==> src/rtl/topdown_counter_bank_if.sv <==
// Event, control and snapshot-read signals between the top-down classifier,
// the counter bank and the CSR/debug read path.
interface topdown_counter_bank_if #(
    parameter int unsigned CNT_WIDTH = 32,
    parameter int unsigned WIN_WIDTH = 16
);
    logic                 base_comp_incr_i;
    logic                 icache_comp_incr_i;
    logic                 bpred_comp_incr_i;
    logic                 dcache_comp_incr_i;
    logic                 ex_comp_incr_i;
    logic                 dependency_comp_incr_i;
    logic                 count_en_i;
    logic                 clear_i;
    logic [WIN_WIDTH-1:0] window_len_i;
    logic                 snap_req_i;
    logic                 snap_ack_i;
    logic [2:0]           rd_idx_i;
    logic [CNT_WIDTH-1:0] rd_data_o;
    logic [5:0]           ovf_o;
    logic                 snap_valid_o;
    logic                 snap_overrun_o;
    logic                 window_done_o;

    modport slave (
        input  base_comp_incr_i, icache_comp_incr_i, bpred_comp_incr_i,
               dcache_comp_incr_i, ex_comp_incr_i, dependency_comp_incr_i,
               count_en_i, clear_i, window_len_i, snap_req_i, snap_ack_i, rd_idx_i,
        output rd_data_o, ovf_o, snap_valid_o, snap_overrun_o, window_done_o
    );

    modport master (
        output base_comp_incr_i, icache_comp_incr_i, bpred_comp_incr_i,
               dcache_comp_incr_i, ex_comp_incr_i, dependency_comp_incr_i,
               count_en_i, clear_i, window_len_i, snap_req_i, snap_ack_i, rd_idx_i,
        input  rd_data_o, ovf_o, snap_valid_o, snap_overrun_o, window_done_o
    );
endinterface

==> src/rtl/topdown_counter_bank.sv <==
// Six live top-down counters with windowed / on-request snapshot capture,
// sticky wrap flags and a valid/ack/overrun snapshot handshake.
module topdown_counter_bank #(
    parameter int unsigned CNT_WIDTH = 32,
    parameter int unsigned WIN_WIDTH = 16
) (
    input  logic                   clk_i,
    input  logic                   rst_ni,
    topdown_counter_bank_if.slave  bus
);
    localparam int unsigned NUM_COMP = 6;

    logic [NUM_COMP-1:0]  incr;
    logic [NUM_COMP-1:0]  wrap;
    logic [CNT_WIDTH-1:0] next_cnt [NUM_COMP];

    logic [CNT_WIDTH-1:0] live_q [NUM_COMP];
    logic [CNT_WIDTH-1:0] live_d [NUM_COMP];
    logic [CNT_WIDTH-1:0] snap_q [NUM_COMP];
    logic [CNT_WIDTH-1:0] snap_d [NUM_COMP];
    logic [WIN_WIDTH-1:0] cyc_q, cyc_d;
    logic [NUM_COMP-1:0]  ovf_q, ovf_d;
    logic                 valid_q, valid_d;
    logic                 overrun_q, overrun_d;
    logic                 done_q, done_d;

    logic win_on;
    logic expire;
    logic take_snap;

    assign incr = {bus.dependency_comp_incr_i, bus.ex_comp_incr_i, bus.dcache_comp_incr_i,
                   bus.bpred_comp_incr_i, bus.icache_comp_incr_i, bus.base_comp_incr_i};

    // Candidate next value per counter; this is also what any snapshot captures.
    always_comb begin
        for (int unsigned i = 0; i < NUM_COMP; i++) begin
            next_cnt[i] = live_q[i] + CNT_WIDTH'(bus.count_en_i & incr[i]);
            wrap[i]     = bus.count_en_i & incr[i] & (&live_q[i]);
        end
    end

    // >= rather than == so a window shortened below the current count expires at once.
    assign win_on    = |bus.window_len_i;
    assign expire    = bus.count_en_i & win_on & (cyc_q >= (bus.window_len_i - WIN_WIDTH'(1)));
    assign take_snap = ~bus.clear_i & (expire | bus.snap_req_i);

    always_comb begin
        live_d    = live_q;
        snap_d    = snap_q;
        cyc_d     = cyc_q;
        ovf_d     = ovf_q;
        valid_d   = valid_q;
        overrun_d = overrun_q;
        done_d    = 1'b0;

        if (bus.clear_i) begin
            for (int unsigned i = 0; i < NUM_COMP; i++) live_d[i] = '0;
            cyc_d = '0;
            ovf_d = '0;
        end else begin
            ovf_d  = ovf_q | wrap;
            done_d = expire;
            for (int unsigned i = 0; i < NUM_COMP; i++) begin
                live_d[i] = expire ? '0 : next_cnt[i];
            end
            if (expire) begin
                cyc_d = '0;
            end else if (bus.count_en_i && win_on) begin
                cyc_d = cyc_q + WIN_WIDTH'(1);
            end
        end

        if (take_snap) begin
            snap_d    = next_cnt;
            valid_d   = 1'b1;
            overrun_d = overrun_q | (valid_q & ~bus.snap_ack_i);
        end else if (bus.snap_ack_i) begin
            valid_d = 1'b0;
        end
    end

    always_ff @(posedge clk_i or negedge rst_ni) begin
        if (!rst_ni) begin
            for (int unsigned i = 0; i < NUM_COMP; i++) begin
                live_q[i] <= '0;
                snap_q[i] <= '0;
            end
            cyc_q     <= '0;
            ovf_q     <= '0;
            valid_q   <= 1'b0;
            overrun_q <= 1'b0;
            done_q    <= 1'b0;
        end else begin
            live_q    <= live_d;
            snap_q    <= snap_d;
            cyc_q     <= cyc_d;
            ovf_q     <= ovf_d;
            valid_q   <= valid_d;
            overrun_q <= overrun_d;
            done_q    <= done_d;
        end
    end

    // Read mux; indices 6 and 7 read as zero.
    always_comb begin
        bus.rd_data_o = '0;
        case (bus.rd_idx_i)
            3'd0:    bus.rd_data_o = snap_q[0];
            3'd1:    bus.rd_data_o = snap_q[1];
            3'd2:    bus.rd_data_o = snap_q[2];
            3'd3:    bus.rd_data_o = snap_q[3];
            3'd4:    bus.rd_data_o = snap_q[4];
            3'd5:    bus.rd_data_o = snap_q[5];
            default: bus.rd_data_o = '0;
        endcase
    end

    assign bus.ovf_o          = ovf_q;
    assign bus.snap_valid_o   = valid_q;
    assign bus.snap_overrun_o = overrun_q;
    assign bus.window_done_o  = done_q;
endmodule
==> src/flat_wrapper.sv <==
// flat-port wrapper written by rule: the top's interface ports become plain ports
module topdown_counter_bank_flat 
#(
    parameter int unsigned CNT_WIDTH = 32,
    parameter int unsigned WIN_WIDTH = 16
)
  (clk_i, rst_ni, bus_base_comp_incr_i, bus_icache_comp_incr_i, bus_bpred_comp_incr_i, bus_dcache_comp_incr_i, bus_ex_comp_incr_i, bus_dependency_comp_incr_i, bus_count_en_i, bus_clear_i, bus_window_len_i, bus_snap_req_i, bus_snap_ack_i, bus_rd_idx_i, bus_rd_data_o, bus_ovf_o, bus_snap_valid_o, bus_snap_overrun_o, bus_window_done_o);
  topdown_counter_bank_if #(.CNT_WIDTH(CNT_WIDTH), .WIN_WIDTH(WIN_WIDTH)) bus_i ();
  input  logic clk_i;
  input  logic rst_ni;
  input wire logic [$bits(bus_i.base_comp_incr_i)-1:0] bus_base_comp_incr_i;
  input wire logic [$bits(bus_i.icache_comp_incr_i)-1:0] bus_icache_comp_incr_i;
  input wire logic [$bits(bus_i.bpred_comp_incr_i)-1:0] bus_bpred_comp_incr_i;
  input wire logic [$bits(bus_i.dcache_comp_incr_i)-1:0] bus_dcache_comp_incr_i;
  input wire logic [$bits(bus_i.ex_comp_incr_i)-1:0] bus_ex_comp_incr_i;
  input wire logic [$bits(bus_i.dependency_comp_incr_i)-1:0] bus_dependency_comp_incr_i;
  input wire logic [$bits(bus_i.count_en_i)-1:0] bus_count_en_i;
  input wire logic [$bits(bus_i.clear_i)-1:0] bus_clear_i;
  input wire logic [$bits(bus_i.window_len_i)-1:0] bus_window_len_i;
  input wire logic [$bits(bus_i.snap_req_i)-1:0] bus_snap_req_i;
  input wire logic [$bits(bus_i.snap_ack_i)-1:0] bus_snap_ack_i;
  input wire logic [$bits(bus_i.rd_idx_i)-1:0] bus_rd_idx_i;
  output wire logic [$bits(bus_i.rd_data_o)-1:0] bus_rd_data_o;
  output wire logic [$bits(bus_i.ovf_o)-1:0] bus_ovf_o;
  output wire logic [$bits(bus_i.snap_valid_o)-1:0] bus_snap_valid_o;
  output wire logic [$bits(bus_i.snap_overrun_o)-1:0] bus_snap_overrun_o;
  output wire logic [$bits(bus_i.window_done_o)-1:0] bus_window_done_o;
  assign bus_i.base_comp_incr_i = bus_base_comp_incr_i;
  assign bus_i.icache_comp_incr_i = bus_icache_comp_incr_i;
  assign bus_i.bpred_comp_incr_i = bus_bpred_comp_incr_i;
  assign bus_i.dcache_comp_incr_i = bus_dcache_comp_incr_i;
  assign bus_i.ex_comp_incr_i = bus_ex_comp_incr_i;
  assign bus_i.dependency_comp_incr_i = bus_dependency_comp_incr_i;
  assign bus_i.count_en_i = bus_count_en_i;
  assign bus_i.clear_i = bus_clear_i;
  assign bus_i.window_len_i = bus_window_len_i;
  assign bus_i.snap_req_i = bus_snap_req_i;
  assign bus_i.snap_ack_i = bus_snap_ack_i;
  assign bus_i.rd_idx_i = bus_rd_idx_i;
  assign bus_rd_data_o = bus_i.rd_data_o;
  assign bus_ovf_o = bus_i.ovf_o;
  assign bus_snap_valid_o = bus_i.snap_valid_o;
  assign bus_snap_overrun_o = bus_i.snap_overrun_o;
  assign bus_window_done_o = bus_i.window_done_o;
  topdown_counter_bank #(.CNT_WIDTH(CNT_WIDTH), .WIN_WIDTH(WIN_WIDTH)) u_core (.clk_i(clk_i), .rst_ni(rst_ni), .bus(bus_i));
endmodule
==> config.mk <==
export PLATFORM = sky130hd
export DESIGN_NAME = topdown_counter_bank_flat
export DESIGN_NICKNAME = d
export VERILOG_FILES = /design/src/rtl/topdown_counter_bank_if.sv /design/src/rtl/topdown_counter_bank.sv /design/src/flat_wrapper.sv
export SDC_FILE = /design/constraint.sdc
export NUM_CORES = 1
export LEC_CHECK = 0
export ABC_AREA = 0
export CAP_MARGIN = 20
export CELL_PAD_IN_SITES_DETAIL_PLACEMENT = 1
export CELL_PAD_IN_SITES_GLOBAL_PLACEMENT = 1
export CORE_UTILIZATION = 55
export DETAILED_ROUTE_END_ITERATION = 10
export DONT_BUFFER_PORTS = 1
export GPL_ROUTABILITY_DRIVEN = 0
export PLACE_DENSITY_LB_ADDON = 0.15
export SLEW_MARGIN = 20
export SYNTH_ARGS = -nofsm -noshare
export SYNTH_HDL_FRONTEND = slang
export SYNTH_SLANG_ARGS = --single-unit
==> constraint.sdc <==
create_clock -name clk_i -period 6.08 [get_ports clk_i]
set_input_delay 1.216 -clock clk_i [delete_from_list [all_inputs] [get_ports clk_i]]
set_output_delay 1.216 -clock clk_i [all_outputs]
set_load 0.05 [all_outputs]
==> results of run 1 <==
-- how the worst min path moves through the flow --
stage / cells after the start / to / startpoint
finish: 0 / u_core.live_q[185] / rst_ni
global route: 0 / u_core.live_q[185] / rst_ni
CTS: 0 / u_core.snap_q[58] / rst_ni
detailed placement: 1 / u_core.snap_q[160] / u_core.snap_q[160]
global placement: 1 / u_core.snap_q[160] / u_core.snap_q[160]
floorplan: 1 / u_core.snap_q[161] / u_core.snap_q[161]
-- report_power, final --
part           switching [mW]  internal (mW)
logic                   0.468          0.260
registers               0.219           2.94
clock network            1.12           1.51
-- metal layers --
layer	global-route usage	vias to the layer above
met5	0	-
met4	0.131	0
met3	0.0526	95
met2	0.495	301
met1	0.420	7486
li1	-	6561
-- logic make-up (layout without fill, tap and decap cells) --
family / Yosys count / in the layout / synth area share
and+or+nand+nor: 842 / 842 / 0.211
DFF: 409 / 409 / 0.503
AOI/OAI and AO/OA: 308 / 308 / 0.123
xor gates and xnor gates: 202 / 202 / 0.0869
buffers and inverters: 127 / 138 / 0.0505
adders and majority gates: 30 / 30 / 0.0184
muxes: 12 / 12 / 0.00664
other: 0 / 2 / 0
-- Yosys cell counts (all sizes together) (7+ instances only) --
master	instances	area, µm²
nand3	107	536
nor3	26	130
a21oi	195	1660
inv	31	116
nand4	59	375
or3	8	50.1
nor2	442	2080
mux2	12	135
dfrtp	409	10200
nor4	16	100
or4	7	60.1
buf	65	796
xnor2	82	718
nand2	84	315
a22oi	96	721
and4	17	149
ha	30	375
clkbuf	31	116
and3	36	226
xor2	120	1050
and2	18	113
-- sequential cells by signal (all words and copies together) (netlist names) --
| name | count |
|---|---|
| u_core.bus.ovf_o | 6 |
| u_core.live_q | 192 |
| u_core.bus.snap_valid_o | 1 |
| u_core.bus.window_done_o | 1 |
| u_core.snap_q | 192 |
| u_core.cyc_q | 16 |
| u_core.bus.snap_overrun_o | 1 |
-- metrics by stage --
| stage | cell area [µm²] | power, mW | setup WS [ps] | hold WS (ps) | std cells |
|---|---|---|---|---|---|
| 2_1_floorplan | 20400 | 3.75 | 1010 | 459 | 1930 |
| 3_3_place_gp | 20400 | 3.89 | 634 | 480 | 2330 |
| 3_5_place_dp | 20400 | 3.92 | 507 | 498 | 2330 |
| 4_1_cts | 21800 | 6.57 | 1100 | 313 | 2409 |
| 5_1_grt | 21800 | 6.73 | 852 | 315 | 2409 |
| 6_report | 21800 | 6.52 | 1110 | 345 | 2411 |
-- area by class of cell --
cell class | count | area (µm²) | area share
diodes | 2 | 5.00 | 0.000230
inverters | 31 | 116 | 0.00534
flip-flops and latches | 409 | 10200 | 0.470
well taps | 468 | 586 | 0.0269
repair buffers | 28 | 323 | 0.0148
clock buffers | 65 | 1330 | 0.0611
multi-input cells | 1394 | 9120 | 0.418
clock inverters | 14 | 77.6 | 0.00356
-- worst max-delay path, cell delays in order --
cell	delay, ps
inv_1	60
ha_1	210
or4b_1	520
or3_1	430
nor3_1	200
xnor2_1	100
ha_1	300
nand4_2	120
or3_1	390
or4_4	570
a311oi_4	310
buf_12	210
buf_12	290
buf_12	320
nor2_1	90
a21oi_2	110
==> reports/metrics.yaml, run 1 <==
status:
  status: "completed"
die:
  std_cell_rows: 70
  die_x_um: 194
  pin_count: 72
  die_y_um: 194
  dieArea_um2: 37800
  core-area_um2: 36500
  start_util: 0.557
clock_network:
  clk_pin_slew_ps: 60
  root_buffer: "clkbuf_16"
  clk_path_buf_depth: 3
  cts_tree: "done"
  cts.sinks: 409
  numCtsBuffers: 44
  cts_resized: 0
  post-cts-setup-buffers: 0
  postCtsHoldBufs: 0
  insertion_delay_ps: 590
  h-tree-depth: 2
critical_path:
  crit_path_end_kind: "flip-flop"
  timing.rr.end: "u_core.snap_q[126]"
  r2r_slack_ps: 2770
  cp-startpoint: "bus_window_len_i[0]"
  crit_type: "in2reg"
  reg2reg_depth: 10
  r2r-start: "u_core.cyc_q[12]"
  crit_end: "u_core.snap_q[126]"
  startpoint_type: "primary input"
  critPathMaxFanout: 42
  critical_path_required_ps: 6590
  critPathArrivalTime_ps: 5480
sta:
  fmax_mhz: 201
  tns_ps: 0
  maxSlewViolCount: 0
  setup_viol: 0
  fin_crit_sh: 0.818
  min_period_ps: 4970
  rsz0062_at_grt: "no"
  slew_headroom: 0.249
  final_hold_viol_count: 0
  finalClockSkew_ps: 27.6
  tightestPinTransition_ps: 1130
finish:
  area.growth.synth_to_final_pct: 7.06
  fillers: 3886
  layout_commonest_cell: "dfrtp_1"
  drive_gt1_frac: 0.245
  nets: 1969
  layout_common_cells: "dfrtp_1 (409), nor2_1 (273), a21oi_2 (181), nor2_2 (169), xor2_1 (120)"
  final_util: 0.597
logic_synthesis:
  syn_area_um2: 20400
  synth_cells: 1930
  async_flop_share: 1.00
  syn_nets: 1991
  seq_area_frac_synth: 0.503
  synth.distinct_cells: 51
  synth_edf_count: 0
  ys_seq_elements: 409
  synthFlopType: "dfrtp_1"
  syn_area_per_cell_um2: 10.5
  yosys_warnings: 0
route:
  drt_wl_total_mm: 57.3
  drt-pass1-iter-count: 5
  highest_layer: "met4"
  vias: 14400
  ant_nets: 0
  drc_errors: 0
  drt_iter0_drc: 1068
  via_per_inst: 5.99
  wl_met1_mm: 25.3
  routedWlPerCell_um: 23.8
  met3_length_mm: 2.65
  wl_met2_mm: 27.1
place:
  hpwl_mm: 39.6
  portBuffers: 0
global_routing:
  grt_max_degree: 410
  grt_usage: 0.310
  first_global_vias: 15200
  overflow: 0
  grt_pass1_wl_mm: 89.2
  antenna_found_initial: 1
pwr:
  power_leakage_nw: 8.99
  vdd_ir_drop_max_v: 0.000186
  p_per_area_nw_per_um2: 299
flow_run:
  max-cap-violations: 0
min_path:
  hold_path_class: "in2async"
No activity file was read; power rests on OpenSTA's default activity.
==> run 2, diff against run 1 <==
- CORE_UTILIZATION: 55 -> 51
- clock period: 6.08 -> 5.2 ns (I/O delays scaled with it)
==> reports/metrics.yaml, run 2 (same netlist as run 1, synthesis figures left out) <==
status:
  status: "completed"
critical_path:
  startpoint_type: "primary input"
  critPathArrivalTime_ps: 5040
  crit_type: "in2reg"
  reg2reg_depth: 10
  critical_path_required_ps: 5700
  crit_end: "u_core.snap_q[120]"
  crit_path_end_kind: "flip-flop"
  cp-startpoint: "bus_window_len_i[0]"
  r2r_slack_ps: 2090
  timing.rr.end: "u_core.snap_q[120]"
  r2r-start: "u_core.cyc_q[13]"
  critPathMaxFanout: 23
global_routing:
  overflow: 0
  first_global_vias: 15800
  grt_max_degree: 410
  grt_usage: 0.296
  grt_pass1_wl_mm: 92.4
  antenna_found_initial: 2
finish:
  area.growth.synth_to_final_pct: 9.21
  nets: 1994
  drive_gt1_frac: 0.254
  layout_common_cells: "dfrtp_1 (409), nor2_1 (273), a21oi_2 (181), nor2_2 (169), xor2_1 (120)"
  fin_area_um2: 22200
  reg_top3: "u_core.live_q: 192 flops, u_core.snap_q: 192 flops, u_core.cyc_q: 16 flops"
  layout_commonest_cell: "dfrtp_1"
  final_util: 0.570
clock_network:
  root_buffer: "clkbuf_16"
  insertion_delay_ps: 580
  cts_tree: "done"
  numCtsBuffers: 45
  cts.sinks: 409
  h-tree-depth: 2
  clk_pin_slew_ps: 60
  cts_resized: 0
  clk_path_buf_depth: 3
  post-cts-setup-buffers: 0
  postCtsHoldBufs: 0
pwr:
  cell_internal_pwr_mw: 5.70
  power_leakage_nw: 9.18
  pwr-share-seq: 0.472
  combPwrFrac: 0.112
  p_per_area_nw_per_um2: 352
  power.switching_mw: 2.13
  power.share.switching: 0.272
  pwr-share-clk: 0.416
  vdd_ir_drop_max_v: 0.000269
min_path:
  hold_path_class: "in2async"
die:
  core-area_um2: 39000
  start_util: 0.522
  std_cell_rows: 72
  dieArea_um2: 40700
  die_x_um: 202
  pin_count: 72
  die_y_um: 202
sta:
  fmax_mhz: 221
  fin_crit_sh: 0.872
  worst_slack_ps: 667
  tns_ps: 0
  min_period_ps: 4530
  finalClockSkew_ps: 18.6
  rsz0062_at_grt: "no"
  maxSlewViolCount: 0
  final_hold_viol_count: 0
  setup_viol: 0
  slew_headroom: 0.405
  tightestPinTransition_ps: 892
route:
  vias: 14600
  via_per_inst: 5.87
  drt_iter0_drc: 995
  ant_nets: 0
  drt_wl_total_mm: 58.3
  drc_errors: 0
  routedWlPerCell_um: 23.5
  drt-pass1-iter-count: 5
place:
  place_ws_ps: 66.4
  portBuffers: 0
  hpwl_mm: 41.0
  place_area_um2: 20700
flow_run:
  max-cap-violations: 0
## run 2: cell types whose count changed in the layout (fill, tap and decap cells not counted), sizes merged
cell / before / now
buf: 28 / 52
clkinv: 12 / 10
diode: 2 / 1
inv: 33 / 32
bufinv: 0 / 3
## run 2: layout make-up
type / instances / area [µm²]
multi-input combinational: 1394 / 9120
antenna: 1 / 2.50
tap: 518 / 648
fill: 4240 / 16800
inverter: 31 / 116
clock inverter: 14 / 149
clock buffer: 65 / 1340
timing repair buffer: 52 / 616
sequential: 409 / 10200
## run 2: power groups by stage
stage	registers, mW	logic, mW	clock network (mW)
2_1_floorplan	3.64	0.752	0
3_3_place_gp	3.74	0.845	0
3_5_place_dp	3.74	0.875	0
4_1_cts	3.69	0.885	3.31
5_1_grt	3.71	0.947	3.44
6_report	3.69	0.879	3.25
## run 2: critical path, stage by stage
cell and delay, ps:
inv_1 60, ha_1 200, or4b_1 460, or3_1 410
nor3_1 200, xnor2_1 100, ha_1 290, nand4_2 120
or3_1 390, or4_4 570, a311oi_4 310, buf_12 230
buf_12 230, buf_12 230, nor2_2 60, a21oi_2 110
## run 2: worst min-delay path by stage
stage,startpoint,endpoint,slack (ps),depth (start not counted)
floorplan,u_core.snap_q[161],u_core.snap_q[161],460,1
global placement,u_core.snap_q[160],u_core.snap_q[160],470,1
detailed placement,u_core.snap_q[160],u_core.snap_q[160],480,1
CTS,rst_ni,u_core.live_q[189],150,0
global route,rst_ni,u_core.live_q[159],150,0
finish,rst_ni,u_core.live_q[185],170,0
## run 2: routing by layer
metal	part of all wire	wire [µm]	global-route usage	vias up
met2	0.49	28400	0.491	312
met3	0.042	2480	0.0429	93
met1	0.44	25600	0.394	7547
met5	0.00069	40	0	-
met4	0.031	1840	0.109	6
li1	-	-	-	6622
## run 2: stage by stage
stage / power (mW) / hold slack [ps] / cells
after floorplan: 4.39 / 459 / 1930
after global placement: 4.58 / 471 / 2404
after detailed placement: 4.62 / 481 / 2404
after CTS: 7.89 / 147 / 2483
after global routing: 8.09 / 148 / 2483
final: 7.82 / 170 / 2484
